## src/rtl/mii_rx_framer.sv

```systemverilog
`timescale 1ns/1ps
// mii_rx_framer
//   MII receive framer. Registers the PHY nibble stream, strips preamble/SFD,
//   pairs nibbles (LS first) into bytes and emits a valid-only byte stream with
//   sof/eof markers, frame length and error status. The last byte of a frame is
//   held back in a pending register until the end of the frame is known, so
//   rx_eof always accompanies real data.
//
//   Optional feature macro: FCS_CHECK_EN -- enables the byte-wise CRC-32 check
//   (reflected 0xEDB88320, init all ones, residue 0xDEBB20E3). When undefined
//   rx_fcs_bad is constant 0 and FCS bytes pass through unchecked.
//
// Ports
//   clk_in      25 MHz MII receive clock
//   rst         synchronous, active-high reset
//   mii_rxd     PHY receive nibble
//   mii_rx_dv   PHY data valid
//   mii_rx_er   PHY receive error
//   rx_data     received byte, qualified by rx_valid
//   rx_valid    one-cycle byte strobe, no backpressure
//   rx_sof      first byte after SFD
//   rx_eof      last byte of the frame
//   rx_err      frame bad (with rx_eof)
//   rx_len      frame byte count incl. FCS (with rx_eof)
//   rx_fcs_bad  FCS mismatch (with rx_eof)
//   frame_cnt   good frames, wrapping
//   drop_cnt    errored/discarded frames, wrapping
module mii_rx_framer #(
  parameter int MAX_FRAME_BYTES = 1522,
  parameter int MIN_FRAME_BYTES = 64,
  parameter int LEN_W           = 11
) (
  input  logic             clk_in,
  input  logic             rst,
  input  logic [3:0]       mii_rxd,
  input  logic             mii_rx_dv,
  input  logic             mii_rx_er,
  output logic [7:0]       rx_data,
  output logic             rx_valid,
  output logic             rx_sof,
  output logic             rx_eof,
  output logic             rx_err,
  output logic [LEN_W-1:0] rx_len,
  output logic             rx_fcs_bad,
  output logic [15:0]      frame_cnt,
  output logic [15:0]      drop_cnt
);

  typedef enum logic [2:0] {IDLE, PREAMBLE, DATA_LO, DATA_HI, DROP} state_t;

  state_t           state;
  logic [3:0]       rxd_q;
  logic             dv_q, er_q;
  logic             idle_seen;
  logic [3:0]       lo_nib;
  logic [7:0]       pend_data;
  logic             pend_vld, pend_sof;
  logic [LEN_W-1:0] byte_cnt;
  logic             er_sticky;
  logic [7:0]       new_byte;
  logic             fcs_bad_now;
  logic             flush, flush_err, runt;

  assign new_byte = {rxd_q, lo_nib};
  assign runt     = byte_cnt < LEN_W'(MIN_FRAME_BYTES);

`ifdef FCS_CHECK_EN
  logic [31:0] crc;

  function automatic logic [31:0] crc_byte(input logic [31:0] c, input logic [7:0] d);
    logic [31:0] r;
    r = c ^ {24'h0, d};
    for (int i = 0; i < 8; i++) r = r[0] ? ((r >> 1) ^ 32'hEDB88320) : (r >> 1);
    return r;
  endfunction

  assign fcs_bad_now = (crc != 32'hDEBB20E3);
`else
  assign fcs_bad_now = 1'b0;
`endif

  // End-of-frame decision. An odd-nibble end or the (MAX+1)th byte forces the
  // error bit; the other sources are already accumulated.
  always_comb begin
    flush     = 1'b0;
    flush_err = er_sticky | runt | fcs_bad_now;
    case (state)
      DATA_LO: flush = !dv_q && pend_vld;
      DATA_HI: begin
        if (!dv_q) begin
          flush     = pend_vld;
          flush_err = 1'b1;
        end else if (byte_cnt == LEN_W'(MAX_FRAME_BYTES)) begin
          flush     = 1'b1;
          flush_err = 1'b1;
        end
      end
      default: ;
    endcase
  end

  always_ff @(posedge clk_in) begin
    if (rst) begin
      state      <= IDLE;
      rxd_q      <= '0;
      dv_q       <= 1'b0;
      er_q       <= 1'b0;
      idle_seen  <= 1'b0;
      lo_nib     <= '0;
      pend_data  <= '0;
      pend_vld   <= 1'b0;
      pend_sof   <= 1'b0;
      byte_cnt   <= '0;
      er_sticky  <= 1'b0;
      rx_data    <= '0;
      rx_valid   <= 1'b0;
      rx_sof     <= 1'b0;
      rx_eof     <= 1'b0;
      rx_err     <= 1'b0;
      rx_len     <= '0;
      rx_fcs_bad <= 1'b0;
      frame_cnt  <= '0;
      drop_cnt   <= '0;
`ifdef FCS_CHECK_EN
      crc        <= '1;
`endif
    end else begin
      rxd_q      <= mii_rxd;
      dv_q       <= mii_rx_dv;
      er_q       <= mii_rx_er;
      rx_valid   <= 1'b0;
      rx_sof     <= 1'b0;
      rx_eof     <= 1'b0;
      rx_err     <= 1'b0;
      rx_fcs_bad <= 1'b0;

      if ((state == DATA_LO || state == DATA_HI) && dv_q && er_q) er_sticky <= 1'b1;

      // Output stage: either flush the pending byte as eof, or release it as a
      // normal byte when its successor completes.
      if (flush) begin
        rx_valid   <= 1'b1;
        rx_data    <= pend_data;
        rx_sof     <= pend_sof;
        rx_eof     <= 1'b1;
        rx_err     <= flush_err;
        rx_len     <= byte_cnt;
        rx_fcs_bad <= fcs_bad_now;
        pend_vld   <= 1'b0;
        if (flush_err) drop_cnt  <= drop_cnt + 16'd1;
        else           frame_cnt <= frame_cnt + 16'd1;
      end else if (state == DATA_HI && dv_q && pend_vld) begin
        rx_valid <= 1'b1;
        rx_data  <= pend_data;
        rx_sof   <= pend_sof;
      end

      case (state)
        IDLE: begin
          if (!dv_q)                          idle_seen <= 1'b1;
          else if (idle_seen && rxd_q == 4'h5) state    <= PREAMBLE;
          else                                 state    <= DROP;
        end
        PREAMBLE: begin
          if (!dv_q) state <= IDLE;
          else if (rxd_q == 4'hD) begin
            state     <= DATA_LO;
            byte_cnt  <= '0;
            er_sticky <= 1'b0;
            pend_vld  <= 1'b0;
`ifdef FCS_CHECK_EN
            crc       <= '1;
`endif
          end else if (rxd_q != 4'h5) state <= DROP;
        end
        DATA_LO: begin
          if (!dv_q) begin
            state <= IDLE;
            if (!pend_vld) drop_cnt <= drop_cnt + 16'd1;
          end else begin
            lo_nib <= rxd_q;
            state  <= DATA_HI;
          end
        end
        DATA_HI: begin
          if (!dv_q) begin
            state <= IDLE;
            if (!pend_vld) drop_cnt <= drop_cnt + 16'd1;
          end else if (byte_cnt == LEN_W'(MAX_FRAME_BYTES)) begin
            // Byte MAX+1 completed: the frame was truncated by the flush above.
            state <= DROP;
          end else begin
            pend_data <= new_byte;
            pend_vld  <= 1'b1;
            pend_sof  <= (byte_cnt == '0);
            byte_cnt  <= byte_cnt + LEN_W'(1);
`ifdef FCS_CHECK_EN
            crc       <= crc_byte(crc, new_byte);
`endif
            state     <= DATA_LO;
          end
        end
        DROP: if (!dv_q) state <= IDLE;
        default: state <= IDLE;
      endcase
    end
  end

endmodule

```

## config.mk

```make
export PLATFORM = sky130hd
export DESIGN_NAME = mii_rx_framer
export DESIGN_NICKNAME = d
export VERILOG_FILES = /design/src/rtl/mii_rx_framer.sv
export SDC_FILE = /design/constraint.sdc
export NUM_CORES = 1
export LEC_CHECK = 0
export BUFFER_PORTS_ARGS = -buffer_cell sky130_fd_sc_hd__buf_2
export CAP_MARGIN = 20
export CELL_PAD_IN_SITES_DETAIL_PLACEMENT = 1
export CELL_PAD_IN_SITES_GLOBAL_PLACEMENT = 2
export CORE_ASPECT_RATIO = 0.8
export CORE_MARGIN = 2
export CORE_UTILIZATION = 37
export CTS_CLUSTER_SIZE = 28
export DETAILED_ROUTE_END_ITERATION = 8
export PLACE_DENSITY_LB_ADDON = 0.1
export SLEW_MARGIN = 20
export SYNTH_ARGS = -nofsm -noshare
export SYNTH_HDL_FRONTEND = slang
export SYNTH_SLANG_ARGS = --single-unit
```

## constraint.sdc

```tcl
create_clock -name clk_in -period 5.6 [get_ports clk_in]
set_clock_uncertainty 0.05 [all_clocks]
set_input_delay 0.28 -clock clk_in [delete_from_list [all_inputs] [get_ports clk_in]]
set_output_delay 0.28 -clock clk_in [all_outputs]
set_load 0.1 [all_outputs]
```

==> results of run 1 <==
-- final timing paths --
check	slack [ns]	startpoint	end	cells after the start
hold / removal	0.1	mii_rxd[2]	rxd_q[2]$_SDFF_PP0_	2
setup / recovery	3.12	byte_cnt[0]$_SDFFE_PP0P_	frame_cnt[12]$_SDFFE_PP0P_	7
hold reg to reg	0.40	rx_len[1]$_SDFFE_PP0P_	rx_len[1]$_SDFFE_PP0P_	2
setup reg to reg	3.12	byte_cnt[0]$_SDFFE_PP0P_	frame_cnt[12]$_SDFFE_PP0P_	7
-- registers in the layout (all words and copies together) (netlist names), 3 cells and up --
name / cells
state: 3
drop_cnt: 16
rxd_q: 4
byte_cnt: 11
lo_nib: 4
rx_data: 8
rx_len: 11
frame_cnt: 16
pend_data: 8
-- cells by family (layout without fill, tap and decap cells) --
family,count (synthesis),after routing
AO/OA/AOI/OAI,89,89
buffers and inverters,38,92
XOR/XNOR,6,6
multiplexers,30,30
other,1,1
flip-flops,91,91
adder cells (fa/ha/maj),5,5
AND/OR/NAND/NOR,208,208
-- area by class of cell --
cell class	instances	area, um2	share of cell area
clock buffers	10	229	0.0473
clock inverters	6	65.1	0.0135
inverters	9	33.8	0.00699
multi-input cells	339	2160	0.446
flip-flops and latches	91	1820	0.377
well taps	144	180	0.0373
repair buffers	67	348	0.0719
-- stage by stage --
stage	hold slack (ns)	cell area, um2	util
after floorplan	0.358	4160	-
after global placement	0.387	4540	0.415
after detailed placement	0.396	4540	0.415
after CTS	0.0864	4840	0.442
after global routing	0.0953	4840	0.442
final	0.0986	4840	0.442
-- power by group through the flow --
| stage | sequential, mW | combinational (mW) | clock, mW |
|---|---|---|---|
| floorplan | 0.667 | 0.0200 | 0 |
| global placement | 0.669 | 0.0255 | 0 |
| detailed placement | 0.669 | 0.0260 | 0 |
| CTS | 0.654 | 0.0259 | 0.627 |
| global route | 0.654 | 0.0288 | 0.653 |
| finish | 0.654 | 0.0253 | 0.606 |
-- per-layer routing --
metal  share of wire  GRT usage
met1            0.52      0.249
met2            0.44      0.274
met3           0.028     0.0382
met4           0.010     0.0504
met5               0          0
-- Yosys cell counts, drive strengths merged (2+ instances only) --
cell type	count	area share
a2111oi	2	0.0087
a211oi	4	0.0072
a21oi	41	0.049
and2	4	0.0060
and3	4	0.0060
and4	2	0.0042
buf	14	0.022
clkbuf	15	0.014
dfxtp	91	0.44
ha	5	0.015
inv	9	0.0081
mux2	14	0.038
mux2i	16	0.038
nand2	43	0.039
nand3	15	0.018
nand4	11	0.020
nor2	51	0.048
nor2b	24	0.036
nor3	7	0.0084
nor3b	3	0.0054
nor4	10	0.019
o211ai	2	0.0036
o21ai	14	0.017
o31ai	14	0.025
o41ai	2	0.0060
or2	3	0.0045
or3	6	0.0090
or3b	2	0.0042
or4	16	0.029
xnor2	6	0.013
==> results.yml, run 1 <==
die:
  io_pins: 64
  dieArea_um2: 12100
  core_um2: 10900
  fp.dieW_um: 123
  start_util: 0.381
  die_h_um: 98.9
  rows: 34
clock_network:
  clock_sink_count: 91
  cts_hold_buffers: 0
  cts_root_buffer: "clkbuf_16"
  tritoncts: "yes"
  cts_resized: 0
  postCtsSetupBuffers: 0
  htreeDepth: 3
  clockBufferDepth: 2
  path_clk_slew_ns: 0.07
  insertion_delay_ns: 0.34
  cts_buffers: 9
status:
  outcome: "complete, no violations"
yosys:
  synth-compound-area-share: 0.137
  synth_top_family_by_area: "simple AND/OR/NAND/NOR gates"
  ys_warn_count: 0
  syn_nets: 481
  ys_types: 58
  synthFlopType: "dfxtp_1"
  syn_area_um2: 4160
  synth-xor-area-share: 0.0126
  synth-edff-count: 0
  synth-simple-area-share: 0.276
  synthMuxAreaShare: 0.0763
  ys_seq_area_frac: 0.438
  synthCells: 468
  synth-adder-area-share: 0.0150
  ys_ff_latch: 91
  async_reset_ff_frac: 0
  syn_area_per_cell_um2: 8.90
min_path:
  hold_class: "input pin to flip-flop"
routing:
  firstDrtPassIters: 4
  wire_per_inst_um: 15.2
  viasPerCell: 5.29
  drtIter0Drc: 190
  antenna_left: 0
  vias: 3521
  wl_um: 10100
  drc: 0
grt:
  grt_pass1_vias: 3448
  antenna_found_initial: 0
  grt_max_degree: 59
  grt_overflow: 0
  grt_first_pass_wirelength_um: 17300
  grt_usage: 0.178
worst_setup_path:
  critPathMaxStageDelay_ns: 0.55
  crit_arrival_ns: 2.66
  crit_required_ns: 5.78
  endpoint_kind: "flip-flop"
  worstSetupStartpointType: "flip-flop"
  cp_top_family: "compound AO/OA/AOI/OAI gates"
  worstPathCellList: "inv_1, ha_1, nand3b_1, o41ai_2, a211o_2, nor4_1, mux2_2"
  criticalPathCategory: "flip-flop to flip-flop"
  worst-path-max-fanout: 28
  crit_slowest_cell: "a211o_2"
  critPathBufInv: 1
timing:
  min_period_ns: 2.48
  setup_ws_ns: 3.12
  fin_crit_sh: 0.443
  finalSetupTns_ns: 0
  max_freq_ghz: 0.404
  worstMarginPinSlew_ns: 0.937
  rsz0062_at_grt: "no"
  setup_viol: 0
  slew_viol_final: 0
  hold_viol_final: 0
  slew_headroom: 0.373
finish:
  layout_common_cells: "91 x dfxtp_1, 62 x buf_2, 48 x nor2_1, 43 x nand2_1, 41 x a21oi_1"
  final_common_cell: "dfxtp_1"
  n_antenna_cell: 0
  drive_above_1_share: 0.211
  fill_cells: 1323
  final_cells: 666
  area_growth_pct: 16.1
  fin_nets: 530
placed_design:
  place.gp.congestion: 0.792
  post-place-ws_ns: 3.15
  portBuffers: 62
  dp_hpwl_um: 6870
  dp_cells: 650
pwr:
  pwr-share-seq: 0.509
  vdd_drop_max_mv: 0.150
  pwr_density_cell_nw_per_um2: 266
  p_leak_nw: 1.90
  p_switching_mw: 0.282
  p_total_mw: 1.29
  p_sw_frac: 0.219
  intPower_mw: 1.00
  power_frac_comb: 0.020
  pwr-share-clk: 0.472
job:
  maxCapViolations: 0
Power figures use the tool's default switching activity.
==> run 2, diff against run 1 <==
--- a/config.mk
+++ b/config.mk
@@ -11,7 +11,7 @@
 export CELL_PAD_IN_SITES_GLOBAL_PLACEMENT = 2
 export CORE_ASPECT_RATIO = 0.8
 export CORE_MARGIN = 2
-export CORE_UTILIZATION = 37
+export CORE_UTILIZATION = 34
 export CTS_CLUSTER_SIZE = 28
 export DETAILED_ROUTE_END_ITERATION = 8
 export PLACE_DENSITY_LB_ADDON = 0.1
==> constraint.sdc (replaced) <==
create_clock -name clk_in -period 2.4 [get_ports clk_in]
set_clock_uncertainty 0.05 [all_clocks]
set_input_delay 0.12 -clock clk_in [delete_from_list [all_inputs] [get_ports clk_in]]
set_output_delay 0.12 -clock clk_in [all_outputs]
set_load 0.1 [all_outputs]
==> results.yml, run 2 (synthesis gave the netlist of run 1 again) <==
timing:
  finalSetupTns_ns: 0
  worstMarginPinSlew_ns: 0.557
  rsz0062_at_grt: "no"
  fin_crit_sh: 0.960
  slew_headroom: 0.623
  slew_viol_final: 0
  min_period_ns: 2.30
  hold_viol_final: 0
  hold_slack_ns: 0.186
  max_freq_ghz: 0.434
  setup_viol: 0
grt:
  grt_overflow: 0
  antenna_found_initial: 0
  grt_max_degree: 29
  grt_first_pass_wirelength_um: 17900
  grt_pass1_vias: 3684
  grt_usage: 0.170
die:
  rows: 36
  dieArea_um2: 13200
  fp.dieW_um: 128
  io_pins: 64
  start_util: 0.345
  core_um2: 12100
  die_h_um: 103
routing:
  antenna_left: 0
  vias: 3619
  firstDrtPassIters: 4
  viasPerCell: 5.14
  wire_per_inst_um: 14.7
  drtIter0Drc: 170
  wl_um: 10300
  drc: 0
finish:
  fill_cells: 1429
  fin_nets: 560
  n_antenna_cell: 0
  area_growth_pct: 25.0
  multi_input_comb_area_um2: 2190
  layout_common_cells: "78 x dfxtp_1, 62 x buf_2, 48 x nor2_1, 43 x nand2_1, 41 x a21oi_1"
  drive_above_1_share: 0.270
  reg_top3: "drop_cnt (16), frame_cnt (16)"
  register_area_um2: 1840
  final_common_cell: "dfxtp_1"
worst_setup_path:
  critPathBufInv: 1
  endpoint_kind: "flip-flop"
  cp_top_family: "compound AO/OA/AOI/OAI gates"
  criticalPathCategory: "flip-flop to flip-flop"
  worst-path-max-fanout: 28
  crit_slowest_cell: "a211o_4"
  crit_required_ns: 2.59
  worstPathCellList: "inv_1, ha_1, nand3b_1, o41ai_4, a211o_4, nor4_1, mux2_2"
  worstSetupStartpointType: "flip-flop"
  critPathMaxStageDelay_ns: 0.47
  crit_arrival_ns: 2.49
placed_design:
  portBuffers: 62
  dp_hpwl_um: 7250
  place.gp.congestion: 0.747
clock_network:
  clock_sink_count: 91
  path_clk_slew_ns: 0.07
  cts_root_buffer: "clkbuf_16"
  tritoncts: "yes"
  insertion_delay_ns: 0.35
  clockBufferDepth: 2
  htreeDepth: 3
  cts_buffers: 9
pwr:
  p_leak_nw: 2.09
  pwr_density_cell_nw_per_um2: 624
  p_total_mw: 3.25
  vdd_drop_max_mv: 0.375
status:
  outcome: "complete, no violations"
min_path:
  hold_class: "input pin to flip-flop"
job:
  maxCapViolations: 0
==> run 2: cell types whose count changed in the layout (fill, tap and decap cells not counted), sizes merged <==
cell	change
clkinv	-1
dlygate4sd3	+6
buf	+24
bufinv	+2
clkbuf	-1
==> run 2: through the flow <==
step           utilization  instances  cell area (um2)  setup slack [ns]
5_1_grt              0.431        704             5200           0.00257
2_1_floorplan            -        468             4180           0.00931
3_5_place_dp         0.393        680             4750            0.0420
6_report             0.431        704             5200            0.0960
4_1_cts              0.427        702             5150            0.0447
3_3_place_gp         0.393        680             4750             0.134
==> run 2: cell type report <==
cell class | count | share of cell area
Sequential cell | 91 | 0.353
Multi-Input combinational cell | 339 | 0.421
Clock buffer | 9 | 0.0433
Clock inverter | 7 | 0.0238
Timing Repair Buffer | 97 | 0.115
Inverter | 9 | 0.00649
Tap cell | 152 | 0.0365
==> run 2: where the power goes <==
part | total (mW) | switching (mW) | internal, mW
Sequential | 1.52 | 0.00714 | 1.52
Combinational | 0.0771 | 0.0490 | 0.0281
Clock | 1.65 | 0.624 | 1.02
Total | 3.25 | 0.680 | 2.57
==> run 2: final timing paths <==
check	start	end	slack (ns)	cells past startpoint
setup reg to reg	byte_cnt[0]$_SDFFE_PP0P_	frame_cnt[12]$_SDFFE_PP0P_	0.1	7
hold / removal	rst	drop_cnt[0]$_SDFF_PP0_	0.19	2
hold reg to reg	rx_len[9]$_SDFFE_PP0P_	rx_len[9]$_SDFFE_PP0P_	0.40	2
setup / recovery	byte_cnt[0]$_SDFFE_PP0P_	frame_cnt[12]$_SDFFE_PP0P_	0.1	7
==> run 2: metal layers <==
metal,track usage,share of wire,up-vias
met3,0.0379,0.032,12
met2,0.276,0.44,55
li1,-,-,1839
met4,0.0634,0.016,0
met5,0,0,-
met1,0.224,0.52,1713
==> run 2: timing repair <==
item / in CTS / in global routing
resized for setup: 0 / 5
hold buffers: 6 / 0
endpoints found under the hold margin: 6 / 0
setup buffers: 0 / 2
endpoints found under the setup margin: 0 / 18
==> run 3, diff against run 2 <==
--- a/config.mk
+++ b/config.mk
@@ -15,7 +15,8 @@
 export CTS_CLUSTER_SIZE = 28
 export DETAILED_ROUTE_END_ITERATION = 8
 export PLACE_DENSITY_LB_ADDON = 0.1
-export SLEW_MARGIN = 20
+export SETUP_SLACK_MARGIN = 0.5
+export SLEW_MARGIN = 10
 export SYNTH_ARGS = -nofsm -noshare
 export SYNTH_HDL_FRONTEND = slang
 export SYNTH_SLANG_ARGS = --single-unit
==> results.yml, run 3 (synthesis gave the netlist of run 1 again) <==
worst_setup_path:
  endpoint_kind: "flip-flop"
  worstSetupStartpointType: "flip-flop"
  r2r-start: "byte_cnt[0]$_SDFFE_PP0P_"
  criticalPathCategory: "flip-flop to flip-flop"
  critPathMaxStageDelay_ns: 0.37
  worst-path-max-fanout: 6
  critPathBufInv: 3
  worstReg2RegEnd: "drop_cnt[10]$_SDFF_PP0_"
  rrSetupSlack_ns: 0.16
  crit_slowest_cell: "mux2_2"
  worst-r2r-cell-count: 9
  crit_required_ns: 2.59
  cp_top_family: "simple AND/OR/NAND/NOR gates"
  worstPathCellList: "inv_2, ha_4, nand3b_1, buf_4, nor4_4, buf_6, nor2_4, nor4b_2, mux2_2"
  crit_arrival_ns: 2.42
routing:
  firstDrtPassIters: 4
  drc: 0
  drtIter0Drc: 134
  wire_per_inst_um: 17.1
  viasPerCell: 5.26
  wl_um: 12700
  vias: 3910
  antenna_left: 0
min_path:
  min_from: "rst"
  min_path_cells: 2
  hold_class: "input pin to flip-flop"
  worstHoldEndpoint: "drop_cnt[11]$_SDFF_PP0_"
timing:
  max_freq_ghz: 0.447
  worstMarginPinSlew_ns: 0.529
  setup_ws_ns: 0.163
  min_period_ns: 2.24
  hold_viol_final: 0
  setup_viol: 0
  slew_headroom: 0.647
  slew_viol_final: 0
  fin_crit_sh: 0.932
  hold_slack_ns: 0.160
  rsz0062_at_grt: "yes"
  finalSetupTns_ns: 0
pwr:
  pwr-share-clk: 0.502
  p_total_mw: 3.19
  power_frac_comb: 0.026
  p_sw_frac: 0.216
  p_switching_mw: 0.690
  pwr_density_cell_nw_per_um2: 532
  vdd_drop_max_mv: 0.301
  p_leak_nw: 2.41
  intPower_mw: 2.50
  pwr-share-seq: 0.472
clock_network:
  tritoncts: "yes"
  path_clk_slew_ns: 0.07
  insertion_delay_ns: 0.35
  cts_root_buffer: "clkbuf_16"
  htreeDepth: 3
  clock_sink_count: 91
  clockBufferDepth: 2
  cts_buffers: 9
job:
  maxCapViolations: 0
finish:
  reg_top3: "drop_cnt (16), frame_cnt (16)"
  drive_above_1_share: 0.438
  fin_area_um2: 6000
  area_growth_pct: 44.1
  fin_nets: 599
  final_common_cell: "buf_2"
  fill_cells: 1379
  layout_common_cells: "62 x buf_2, 55 x dfxtp_1, 46 x buf_4, 44 x nor2_1, 43 x nand2_1"
  n_antenna_cell: 0
placed_design:
  portBuffers: 62
  place_area_um2: 4900
  post-place-ws_ns: 0.0589
  dp_hpwl_um: 7390
  place.gp.congestion: 0.743
grt:
  met2_usage: 0.320
  use_met3: 0.0363
  grt_overflow: 0
  grt_first_pass_wirelength_um: 19700
  grt-busiest-layer: "met2"
  grtUsageMet1: 0.248
  grt_usage: 0.188
  antenna_found_initial: 0
  grt_max_degree: 29
  grt_pass1_vias: 3817
die:
  fp.dieW_um: 128
  die_h_um: 103
  rows: 36
  start_util: 0.345
  dieArea_um2: 13200
  io_pins: 64
  core_um2: 12100
status:
  outcome: "complete, no violations"
==> run 3: cell count changes in the layout (fill, tap and decap cells not counted), moves of 7 or more <==
cell,previous run,this run
nor2_4,2,9
dfxtp_1,78,55
buf_4,28,46
buf_6,0,11
dfxtp_4,0,16
dfxtp_2,13,20
a21oi_1,41,34
a21oi_2,0,7
==> run 3: worst max-delay path by stage <==
stage	start	end	slack (ns)	cells after the start
floorplan	byte_cnt[8]$_SDFFE_PP0P_	drop_cnt[10]$_SDFF_PP0_	0.33	6
global placement	byte_cnt[0]$_SDFFE_PP0P_	frame_cnt[14]$_SDFFE_PP0P_	0.1	7
detailed placement	byte_cnt[0]$_SDFFE_PP0P_	rx_err$_SDFF_PP0_	0.06	8
CTS	byte_cnt[8]$_SDFFE_PP0P_	drop_cnt[3]$_SDFF_PP0_	0.24	7
global route	byte_cnt[0]$_SDFFE_PP0P_	drop_cnt[10]$_SDFF_PP0_	0.1	9
finish	byte_cnt[0]$_SDFFE_PP0P_	drop_cnt[10]$_SDFF_PP0_	0.16	9
==> run 3: repair_timing <==
action                                 CTS  global route
pin swaps                               20            19
endpoints found under the hold margin    6             0
setup buffers                           24             7
cloned                                   6             5
resized for setup                       37            46
hold buffers                             6             0
setup endpoints to repair               75            77
==> run 3: metal layers <==
layer,part of all wire,routed length [um]
met4,0.010,129
met2,0.47,6010
met1,0.49,6220
met3,0.029,363
met5,0,0
==> run 3: area by class of cell <==
cell class / count / area (um2) / area share
clock buffer: 11 / 253 / 0.0421
clock inverter: 5 / 83.8 / 0.0140
inverter: 9 / 33.8 / 0.00563
multi-input combinational: 347 / 2630 / 0.439
sequential: 91 / 1910 / 0.318
tap: 152 / 190 / 0.0317
timing repair buffer: 128 / 900 / 0.150
==> run 3: worst register-to-register path, delay by kind of cell (launching register included) <==
family                     cells  cell delay [ns]
muxes                          1             0.37
buffers and inverters          3             0.50
and+or+nand+nor                4             0.74
adders and majority gates      1             0.13
DFF                            1             0.34
==> run 3: stage by stage <==
stage | utilization | instances
global route | 0.497 | 743
finish | 0.497 | 743
CTS | 0.470 | 731
global placement | 0.406 | 679
detailed placement | 0.406 | 679
floorplan | - | 468
==> run 3: power by group through the flow <==
stage / Sequential [mW] / Clock [mW] / Combinational (mW)
final: 1.51 / 1.60 / 0.0825
after global routing: 1.51 / 1.69 / 0.0895
after CTS: 1.51 / 1.64 / 0.0789
after detailed placement: 1.54 / 0 / 0.0695
after global placement: 1.54 / 0 / 0.0682
after floorplan: 1.54 / 0 / 0.0476
